File: src/rtl/dht11_pkg.sv
// Shared DHT11 definitions: FSM states, default phase timings in microseconds,
// frame geometry and the checksum rule used by both bus ends.
package dht11_pkg;

    typedef enum logic [3:0] {
        IDLE,
        START_DET,
        WAIT_REL,
        WAIT,
        RESP_LOW,
        RESP_HIGH,
        BIT_LOW,
        BIT_HIGH,
        END_LOW
    } dht11_state_e;

    localparam int FRAME_BITS  = 40;
    localparam int FRAME_BYTES = FRAME_BITS / 8;

    localparam int DEF_CLK_PER_US   = 10;
    localparam int DEF_START_MIN_US = 18000;
    localparam int DEF_WAIT_US      = 30;
    localparam int DEF_RESP_LOW_US  = 80;
    localparam int DEF_RESP_HIGH_US = 80;
    localparam int DEF_BIT_LOW_US   = 50;
    localparam int DEF_ZERO_HIGH_US = 26;
    localparam int DEF_ONE_HIGH_US  = 70;
    localparam int DEF_END_LOW_US   = 50;

    // Checksum is the plain 8-bit sum of the four data bytes, carries discarded.
    function automatic logic [7:0] frame_checksum(input logic [7:0] b0,
                                                  input logic [7:0] b1,
                                                  input logic [7:0] b2,
                                                  input logic [7:0] b3);
        return b0 + b1 + b2 + b3;
    endfunction

endpackage

File: src/rtl/dht11_phase_timer.sv
// Loadable down-counter shared by every bus phase. Loading V gives V+1 cycles
// until expired, so callers load (phase_cycles - 1).
module dht11_phase_timer #(
    parameter int CW = 8
) (
    input  logic          clk,
    input  logic          rst,
    input  logic          load,
    input  logic [CW-1:0] load_val,
    output logic          expired
);

    logic [CW-1:0] count_reg;

    always_ff @(posedge clk) begin
        if (rst) begin
            count_reg <= '0;
        end else if (load) begin
            count_reg <= load_val;
        end else if (count_reg != '0) begin
            count_reg <= count_reg - CW'(1);
        end
    end

    assign expired = (count_reg == '0);

endmodule

File: src/rtl/dht11_responder.sv
// DHT11 sensor-side emulator: accepts the host start pulse, sends the response
// preamble and a 40-bit MSB-first frame on an open-drain line (drive low only).
module dht11_responder
    import dht11_pkg::*;
#(
    parameter int CLK_PER_US   = DEF_CLK_PER_US,
    parameter int START_MIN_US = DEF_START_MIN_US,
    parameter int WAIT_US      = DEF_WAIT_US,
    parameter int RESP_LOW_US  = DEF_RESP_LOW_US,
    parameter int RESP_HIGH_US = DEF_RESP_HIGH_US,
    parameter int BIT_LOW_US   = DEF_BIT_LOW_US,
    parameter int ZERO_HIGH_US = DEF_ZERO_HIGH_US,
    parameter int ONE_HIGH_US  = DEF_ONE_HIGH_US,
    parameter int END_LOW_US   = DEF_END_LOW_US
) (
    input  logic       clk,
    input  logic       rst,
    input  logic       dq_in,
    output logic       dq_oe,
    input  logic [7:0] hum_int,
    input  logic [7:0] hum_dec,
    input  logic [7:0] tmp_int,
    input  logic [7:0] tmp_dec,
    output logic       busy,
    output logic       frame_done
);

    localparam int SYNC_STAGES = 2;
    localparam int CW          = $clog2(START_MIN_US * CLK_PER_US + 1);
    localparam int IW          = $clog2(FRAME_BITS);

    // The IDLE cycle that first sees the low level counts toward the start
    // pulse, so START_DET itself runs one cycle shorter than the others.
    localparam logic [CW-1:0] LD_START     = CW'(START_MIN_US * CLK_PER_US - 2);
    localparam logic [CW-1:0] LD_WAIT      = CW'(WAIT_US * CLK_PER_US - 1);
    localparam logic [CW-1:0] LD_RESP_LOW  = CW'(RESP_LOW_US * CLK_PER_US - 1);
    localparam logic [CW-1:0] LD_RESP_HIGH = CW'(RESP_HIGH_US * CLK_PER_US - 1);
    localparam logic [CW-1:0] LD_BIT_LOW   = CW'(BIT_LOW_US * CLK_PER_US - 1);
    localparam logic [CW-1:0] LD_ZERO_HIGH = CW'(ZERO_HIGH_US * CLK_PER_US - 1);
    localparam logic [CW-1:0] LD_ONE_HIGH  = CW'(ONE_HIGH_US * CLK_PER_US - 1);
    localparam logic [CW-1:0] LD_END_LOW   = CW'(END_LOW_US * CLK_PER_US - 1);
    localparam logic [IW-1:0] LAST_BIT     = IW'(FRAME_BITS - 1);

    dht11_state_e            state_reg, state_next;
    logic [SYNC_STAGES-1:0]  sync_reg;
    logic                    dq_s;
    logic [FRAME_BITS-1:0]   shreg_reg, shreg_next;
    logic [IW-1:0]           bit_idx_reg, bit_idx_next;
    logic                    dq_oe_reg, dq_oe_next;
    logic                    busy_reg, busy_next;
    logic                    frame_done_reg, frame_done_next;
    logic                    tmr_load;
    logic [CW-1:0]           tmr_load_val;
    logic                    tmr_expired;
    logic [7:0]              frame_bytes [FRAME_BYTES];
    logic [FRAME_BITS-1:0]   frame_word;

    // Synchronizer resets to the released (pulled-up) level so reset never
    // looks like a host start edge.
    always_ff @(posedge clk) begin
        if (rst) begin
            sync_reg <= '1;
        end else begin
            sync_reg <= {sync_reg[SYNC_STAGES-2:0], dq_in};
        end
    end

    assign dq_s = sync_reg[SYNC_STAGES-1];

    assign frame_bytes[0] = hum_int;
    assign frame_bytes[1] = hum_dec;
    assign frame_bytes[2] = tmp_int;
    assign frame_bytes[3] = tmp_dec;
    assign frame_bytes[4] = frame_checksum(hum_int, hum_dec, tmp_int, tmp_dec);

    for (genvar gi = 0; gi < FRAME_BYTES; gi++) begin : g_pack
        assign frame_word[FRAME_BITS-1-8*gi -: 8] = frame_bytes[gi];
    end

    dht11_phase_timer #(
        .CW (CW)
    ) u_timer (
        .clk      (clk),
        .rst      (rst),
        .load     (tmr_load),
        .load_val (tmr_load_val),
        .expired  (tmr_expired)
    );

    always_ff @(posedge clk) begin
        if (rst) begin
            state_reg      <= IDLE;
            shreg_reg      <= '0;
            bit_idx_reg    <= '0;
            dq_oe_reg      <= 1'b0;
            busy_reg       <= 1'b0;
            frame_done_reg <= 1'b0;
        end else begin
            state_reg      <= state_next;
            shreg_reg      <= shreg_next;
            bit_idx_reg    <= bit_idx_next;
            dq_oe_reg      <= dq_oe_next;
            busy_reg       <= busy_next;
            frame_done_reg <= frame_done_next;
        end
    end

    always_comb begin
        state_next      = state_reg;
        shreg_next      = shreg_reg;
        bit_idx_next    = bit_idx_reg;
        frame_done_next = 1'b0;
        tmr_load        = 1'b0;
        tmr_load_val    = '0;

        case (state_reg)
            IDLE: begin
                if (!dq_s) begin
                    state_next   = START_DET;
                    tmr_load     = 1'b1;
                    tmr_load_val = LD_START;
                end
            end
            START_DET: begin
                if (dq_s) begin
                    state_next = IDLE;
                end else if (tmr_expired) begin
                    state_next = WAIT_REL;
                end
            end
            WAIT_REL: begin
                if (dq_s) begin
                    state_next   = WAIT;
                    tmr_load     = 1'b1;
                    tmr_load_val = LD_WAIT;
                end
            end
            WAIT: begin
                if (tmr_expired) begin
                    state_next   = RESP_LOW;
                    shreg_next   = frame_word;
                    tmr_load     = 1'b1;
                    tmr_load_val = LD_RESP_LOW;
                end
            end
            RESP_LOW: begin
                if (tmr_expired) begin
                    state_next   = RESP_HIGH;
                    tmr_load     = 1'b1;
                    tmr_load_val = LD_RESP_HIGH;
                end
            end
            RESP_HIGH: begin
                if (tmr_expired) begin
                    state_next   = BIT_LOW;
                    bit_idx_next = '0;
                    tmr_load     = 1'b1;
                    tmr_load_val = LD_BIT_LOW;
                end
            end
            BIT_LOW: begin
                if (tmr_expired) begin
                    state_next   = BIT_HIGH;
                    tmr_load     = 1'b1;
                    tmr_load_val = shreg_reg[FRAME_BITS-1] ? LD_ONE_HIGH : LD_ZERO_HIGH;
                end
            end
            BIT_HIGH: begin
                if (tmr_expired) begin
                    shreg_next = {shreg_reg[FRAME_BITS-2:0], 1'b0};
                    tmr_load   = 1'b1;
                    if (bit_idx_reg == LAST_BIT) begin
                        state_next   = END_LOW;
                        tmr_load_val = LD_END_LOW;
                    end else begin
                        state_next   = BIT_LOW;
                        bit_idx_next = bit_idx_reg + IW'(1);
                        tmr_load_val = LD_BIT_LOW;
                    end
                end
            end
            END_LOW: begin
                if (tmr_expired) begin
                    state_next      = IDLE;
                    frame_done_next = 1'b1;
                end
            end
            default: begin
                state_next = IDLE;
            end
        endcase

        // Outputs follow the next state so they change on the same edge as the state.
        dq_oe_next = (state_next == RESP_LOW) || (state_next == BIT_LOW) ||
                     (state_next == END_LOW);
        busy_next  = (state_next != IDLE) && (state_next != START_DET);
    end

    assign dq_oe      = dq_oe_reg;
    assign busy       = busy_reg;
    assign frame_done = frame_done_reg;

endmodule

File: config.mk
export PLATFORM = sky130hd
export DESIGN_NAME = dht11_responder
export DESIGN_NICKNAME = d
export VERILOG_FILES = /design/src/rtl/dht11_pkg.sv /design/src/rtl/dht11_phase_timer.sv /design/src/rtl/dht11_responder.sv
export SDC_FILE = /design/constraint.sdc
export NUM_CORES = 1
export LEC_CHECK = 0
export ABC_AREA = 1
export CORE_UTILIZATION = 48
export DETAILED_ROUTE_END_ITERATION = 8
export HOLD_SLACK_MARGIN = 0.05
export PLACE_DENSITY = 0.68
export SETUP_SLACK_MARGIN = 0.05
export SLEW_MARGIN = 20
export SYNTH_ARGS = -nofsm -noshare
export SYNTH_HDL_FRONTEND = slang
export SYNTH_HIERARCHICAL = 1
export SYNTH_SLANG_ARGS = --single-unit
File: constraint.sdc
create_clock -name clk -period 6.3 [get_ports clk]
set_input_delay 0.945 -clock clk [delete_from_list [all_inputs] [get_ports clk]]
set_output_delay 0.945 -clock clk [all_outputs]
set_load 0.03 [all_outputs]
### After elaboration in Yosys (flattened, before gate mapping)

Cells that the tools add are included.

* memories kept: 0
* latch bits: 0
* bits in read-only memories: 0
* RAM bits: 0
* flip-flop bits (word level): 73
* output and inout port bits: 3

* multipliers: 0
* shifts and indexed selects: 0
* reduce and logical (&&, ||, !) cells: 16
* equality and inequality tests: 17
* add/subtract/negate cells: 5
* div/mod/pow operators: 0
* order comparisons: 0
* mux-type cells: 32
* bitwise operators: 1

Operators by type and width (number)
* $pmux 18 s5: 1
* $mux 40: 2
* $pmux 40 s2: 1
* $mux 18: 3
* $mux 4: 11
* $pmux 4 s9: 1
* $mux 10: 3
* $add 8x8->8: 3
* $eq 4x3->1 const B: 6
* $logic_not 18->1: 1
* $mux 6: 3
* $mux 9: 2
* $reduce_bool 18->1: 1
* $sub 18x1->18 const B: 1
* $pmux 6 s2: 1
* $eq 4x2->1 const B: 2
* $eq 4x4->1 const B: 2
* $ne 2x2->1 const B: 4
* $add 6x1->6 const B: 1
* $eq 6x6->1 const B: 1
* $reduce_bool 2->1: 3
* $reduce_or 2->1: 3
* $reduce_or 5->1: 1
* $eq 4x1->1 const B: 1
* 10 further kinds: 13

### Longest topological paths before layout

* depth in word-level cells: 7
* gate-level depth with buffers: 19
* gate-level depth less buffers: 16

### Modules after synthesis

The synthesis kept the hierarchy.

By module, submodules not included
* dht11_responder: sequential area each 1101.1 um^2, instances 1, area an instance 3243.1 um^2, cells an instance 443
* dht11_phase_timer: sequential area each 360.3 um^2, instances 1, area an instance 1246.2 um^2, cells an instance 207

### Worst setup path after synthesis

Ideal clock, no wire load.

* path type: input to register
* from: input hum_int[1]
* to: register shreg_reg[7]
* buffers on the path: 0
* stages: 15
* library setup time: 0.131 ns
* path slack: 3.035 ns
* data arrival time: 3.134 ns
* data required time: 6.169 ns
* path through: inv_1 -> fa_1 -> inv_1 -> fa_1 -> ha_1 -> inv_1 -> fa_1 -> inv_1 -> nand4_1 -> inv_1 -> nor2_1 -> nand3_1 -> nand3_1 -> nand2_1 -> a21oi_1

* word-level cells in the longest chain between the ends: 5

RTL lines
* start: declaration: line dht11_responder.sv:20 `input logic [7:0] hum_int,`
* $add 8x8->8 (3 in series): line dht11_pkg.sv:35 `return b0 + b1 + b2 + b3;`
* $mux 40: line dht11_responder.sv:139 `if (tmr_expired) begin`
* $pmux 40 s2: line dht11_responder.sv:116 `case (state_reg)`
* end signal: assignment: line dht11_responder.sv:100 `shreg_reg <= shreg_next;`
* end: declaration: line dht11_responder.sv:47 `logic [FRAME_BITS-1:0] shreg_reg, shreg_next;`

No other way between the ends. The select of a mux whose other input is x is not followed.
A chain may end at the register's enable or synchronous reset.

### Worst setup path in the final report

* from: register u_timer.count_reg[0]
* to: register u_timer.count_reg[4]

* word-level cells in the longest chain between the ends: 4

RTL lines
* start: declaration: line dht11_phase_timer.sv:13 `logic [CW-1:0] count_reg;`
* start signal: assignment: line dht11_phase_timer.sv:19 `count_reg <= load_val;`
* start signal: assignment: line dht11_phase_timer.sv:21 `count_reg <= count_reg - CW'(1);`
* $logic_not 18->1 *: line dht11_phase_timer.sv:25 `assign expired = (count_reg == '0);`
* via tmr_expired: line dht11_responder.sv:54 `logic tmr_expired;`
* $mux 1 *
* $pmux 1 s3 *: line dht11_responder.sv:116
* via tmr_load: line dht11_responder.sv:52 `logic tmr_load;`
* $mux 18 or $reduce_bool 2->1 (tied branches)

Mark *: on every way through the listed nets, which the timed path passes. The rest lies on a longest branch. The select of a mux whose other input is x is not followed.

==> out/metrics.cfg <==
[cts]
clkSinkCount=73
cts_hold_buf=0
clock_path_buffers=2
clock_latency_ns=0.36
cts_tree=yes
numCtsBuffers=9
clkTransAtPathRegs_ns=0.09
postCtsSetupRepairBufs=0
ctsResizeCount=0
root_buffer=clkbuf_8
h-tree-depth=3

[timing]
period_needed_ns=3.816
final-setup-viol-count=0
rsz0062_at_grt=no
setup_tns_ns=0
fmax_mhz=262.1
fin_skew_ns=0.01378
worst_slew_pin_slew_ns=1.020
finalHoldViolations=0
timing.final.crit_share_pct=60.57
relSlewSlack_pct=31.95
maxSlewViolCount=0

[drt]
drtAntennaViolNets=0
via_per_inst=5.225
avgRoutedWirePerCell_um=12.85
drt-initial-drc-count=284
route.vias.total=4117
drc=0
dr.pass1.iters=5
routed_wl_um=10120

[synth]
synth-xor-area-share_pct=1.366
synth.top_cell.area_share_pct=32.55
synth_cell_types=41
synth-simple-area-share_pct=28.48
syn_area_per_cell_sq_um=6.907
synth_top_area_cell=dfxtp_1
synthTopCellsByArea=dfxtp_1 (33%), nand2_1 (12%), inv_1 (7.1%)
synth_ff_type=dfxtp_1
synth_edf_count=0
synth_compound_area_share_pct=17.42
synthMostInstantiatedCell=nand2_1
synth_cells=650
postSynth.asyncResetShare_pct=0
synth_common_cells=nand2_1 (146), inv_1 (85), dfxtp_1 (73)
synth_fa_ha_area_share_pct=8.751
synth_area_sq_um=4489
ys_seq_elements=73
synth_top_family_by_area=simple AND/OR/NAND/NOR gates
yosysWarnings=6
seq_area_frac_synth_pct=32.55
synth_mux_area_share_pct=0

[die]
die_w_um=98.71
start_util_pct=50.49
die_area_sq_um=9744
core-area_sq_um=8891
ios=38
rows=34
die_h_um=98.71

[layout]
area_growth_pct=13.49
diodes=0
drive_gt1_share_pct=7.794
final_cell_count_no_fill=788
layout.nets=733
fillCellCount=885
largest_reg_flops=40

[global_route]
grt_remaining_overflow=0
grt_util_all_layers_pct=22.31
grt_pass1_vias=3959
grt_max_degree=77
antenna_found_initial=0
grt_pass1_wl_um=17460

[setup_path]
crit_family=simple AND/OR/NAND/NOR gates
critical_path_class=reg -> reg
slowest_stage=inv_1
path_buf_inv=3
ff2ff_setup_slack_ns=2.48
cp.arrival_ns=4.11
worstPathMaxFanout=20
crit_path_end_kind=flop
crit_required_ns=6.59
start_kind=flop
worstPathCellList=inv_1 -> ha_1 -> nand2_2 -> nor2_8 -> nand2_1 -> nor4_1 -> buf_4 -> nand2_2 -> o21ai_0 -> a21oi_1 -> nand3_1 -> inv_1 -> nand4_4 -> nand2_1 -> a21oi_1
cpPeakStageDelay_ns=0.53

[power]
p_leak_nw=2.419
powerDensity_nw_per_um2=337.5
ir_drop_mv=0.1179

[placed_design]
gp_congestion=0.9122
place_hpwl_um=7381
port_buffers=37
place_inst=772

[status]
status=completed

[flow_run]
max_cap_violations=0

[worst_hold_path]
hp-class=reg -> reg

-- cell type report --
cell class              count  area [sq um]  share of cell area (%)
repair buffers             41         400.4                   7.859
clock inverters             7         107.6                   2.112
clock buffers               9         123.9                   2.431
inverters                  91         341.6                   6.704
multi-input cells         459          2525                   49.56
well taps                 108         135.1                   2.652
flip-flops and latches     73          1461                   28.68
-- report_power, final --
group / switching [W] / internal, W / leakage (nW)
clock network: 0.000199 / 0.000231 / 0.114
registers: 0.0000494 / 0.000511 / 0.591
logic: 0.000451 / 0.000277 / 1.71
total: 0.000700 / 0.00102 / 2.42
-- worst reg2reg max path, cell delays in order, from the launching register on --
cell and delay, ns:
dfxtp_1 0.33, inv_1 0.09, ha_1 0.19, nand2_2 0.13, nor2_8 0.22, nand2_1 0.11
nor4_1 0.25, buf_4 0.25, nand2_2 0.09, o21ai_0 0.23, a21oi_1 0.11, nand3_1 0.51
inv_1 0.54, nand4_4 0.38, nand2_1 0.19, a21oi_1 0.15
-- through the flow --
step / util [%] / total power [W] / hold WS [ns] / instance area [sq um] / setup WS (ns)
finish: 57.30 / 0.001720 / 0.4165 / 5095 / 2.484
global route: 57.30 / 0.001868 / 0.4630 / 5095 / 1.983
CTS: 57.30 / 0.001737 / 0.4333 / 5095 / 2.428
detailed placement: 54.70 / 0.001303 / 0.4073 / 4863 / 2.344
global placement: 54.70 / 0.001287 / 0.3962 / 4863 / 2.414
floorplan: - / 0.001161 / 0.3895 / 4493 / 3.035
-- worst paths after layout --
check	depth (start not counted)	end	start
min reg2reg	1	sync_reg[1]	sync_reg[0]
max reg2reg	15	u_timer/count_reg[4]	u_timer/count_reg[0]
min	1	sync_reg[1]	sync_reg[0]
max	15	u_timer/count_reg[4]	u_timer/count_reg[0]
-- layer usage --
metal | vias to the layer above | wire [um] | GRT usage, %
met5 | - | 0 | 0
met4 | 0 | 237 | 9.414
met3 | 19 | 317 | 3.050
met2 | 72 | 4833 | 39.65
met1 | 1872 | 4734 | 27.11
li1 | 2154 | - | -
-- cell usage in the layout, fill, tap and decap left out, types with 6 or more instances in the layout --
master           instances
inv_1                   85
dfxtp_1                 73
o22ai_1                 33
nor2_1                  59
fa_1                    14
inv_2                    6
a21oi_1                 51
ha_1                     9
o21ai_0                 48
nand2_1                146
clkbuf_8                 9
xor2_1                   6
nand2_2                  6
clkdlybuf4s50_1         37
nand3_1                 35
-- logic make-up after synthesis --
kind of cell | count (synthesis)
DFF | 73
AOI/OAI and AO/OA | 144
xor gates and xnor gates | 7
other | 1
buffers and inverters | 119
adders and majority gates | 23
and+or+nand+nor | 283
Power figures use the tool's default switching activity.
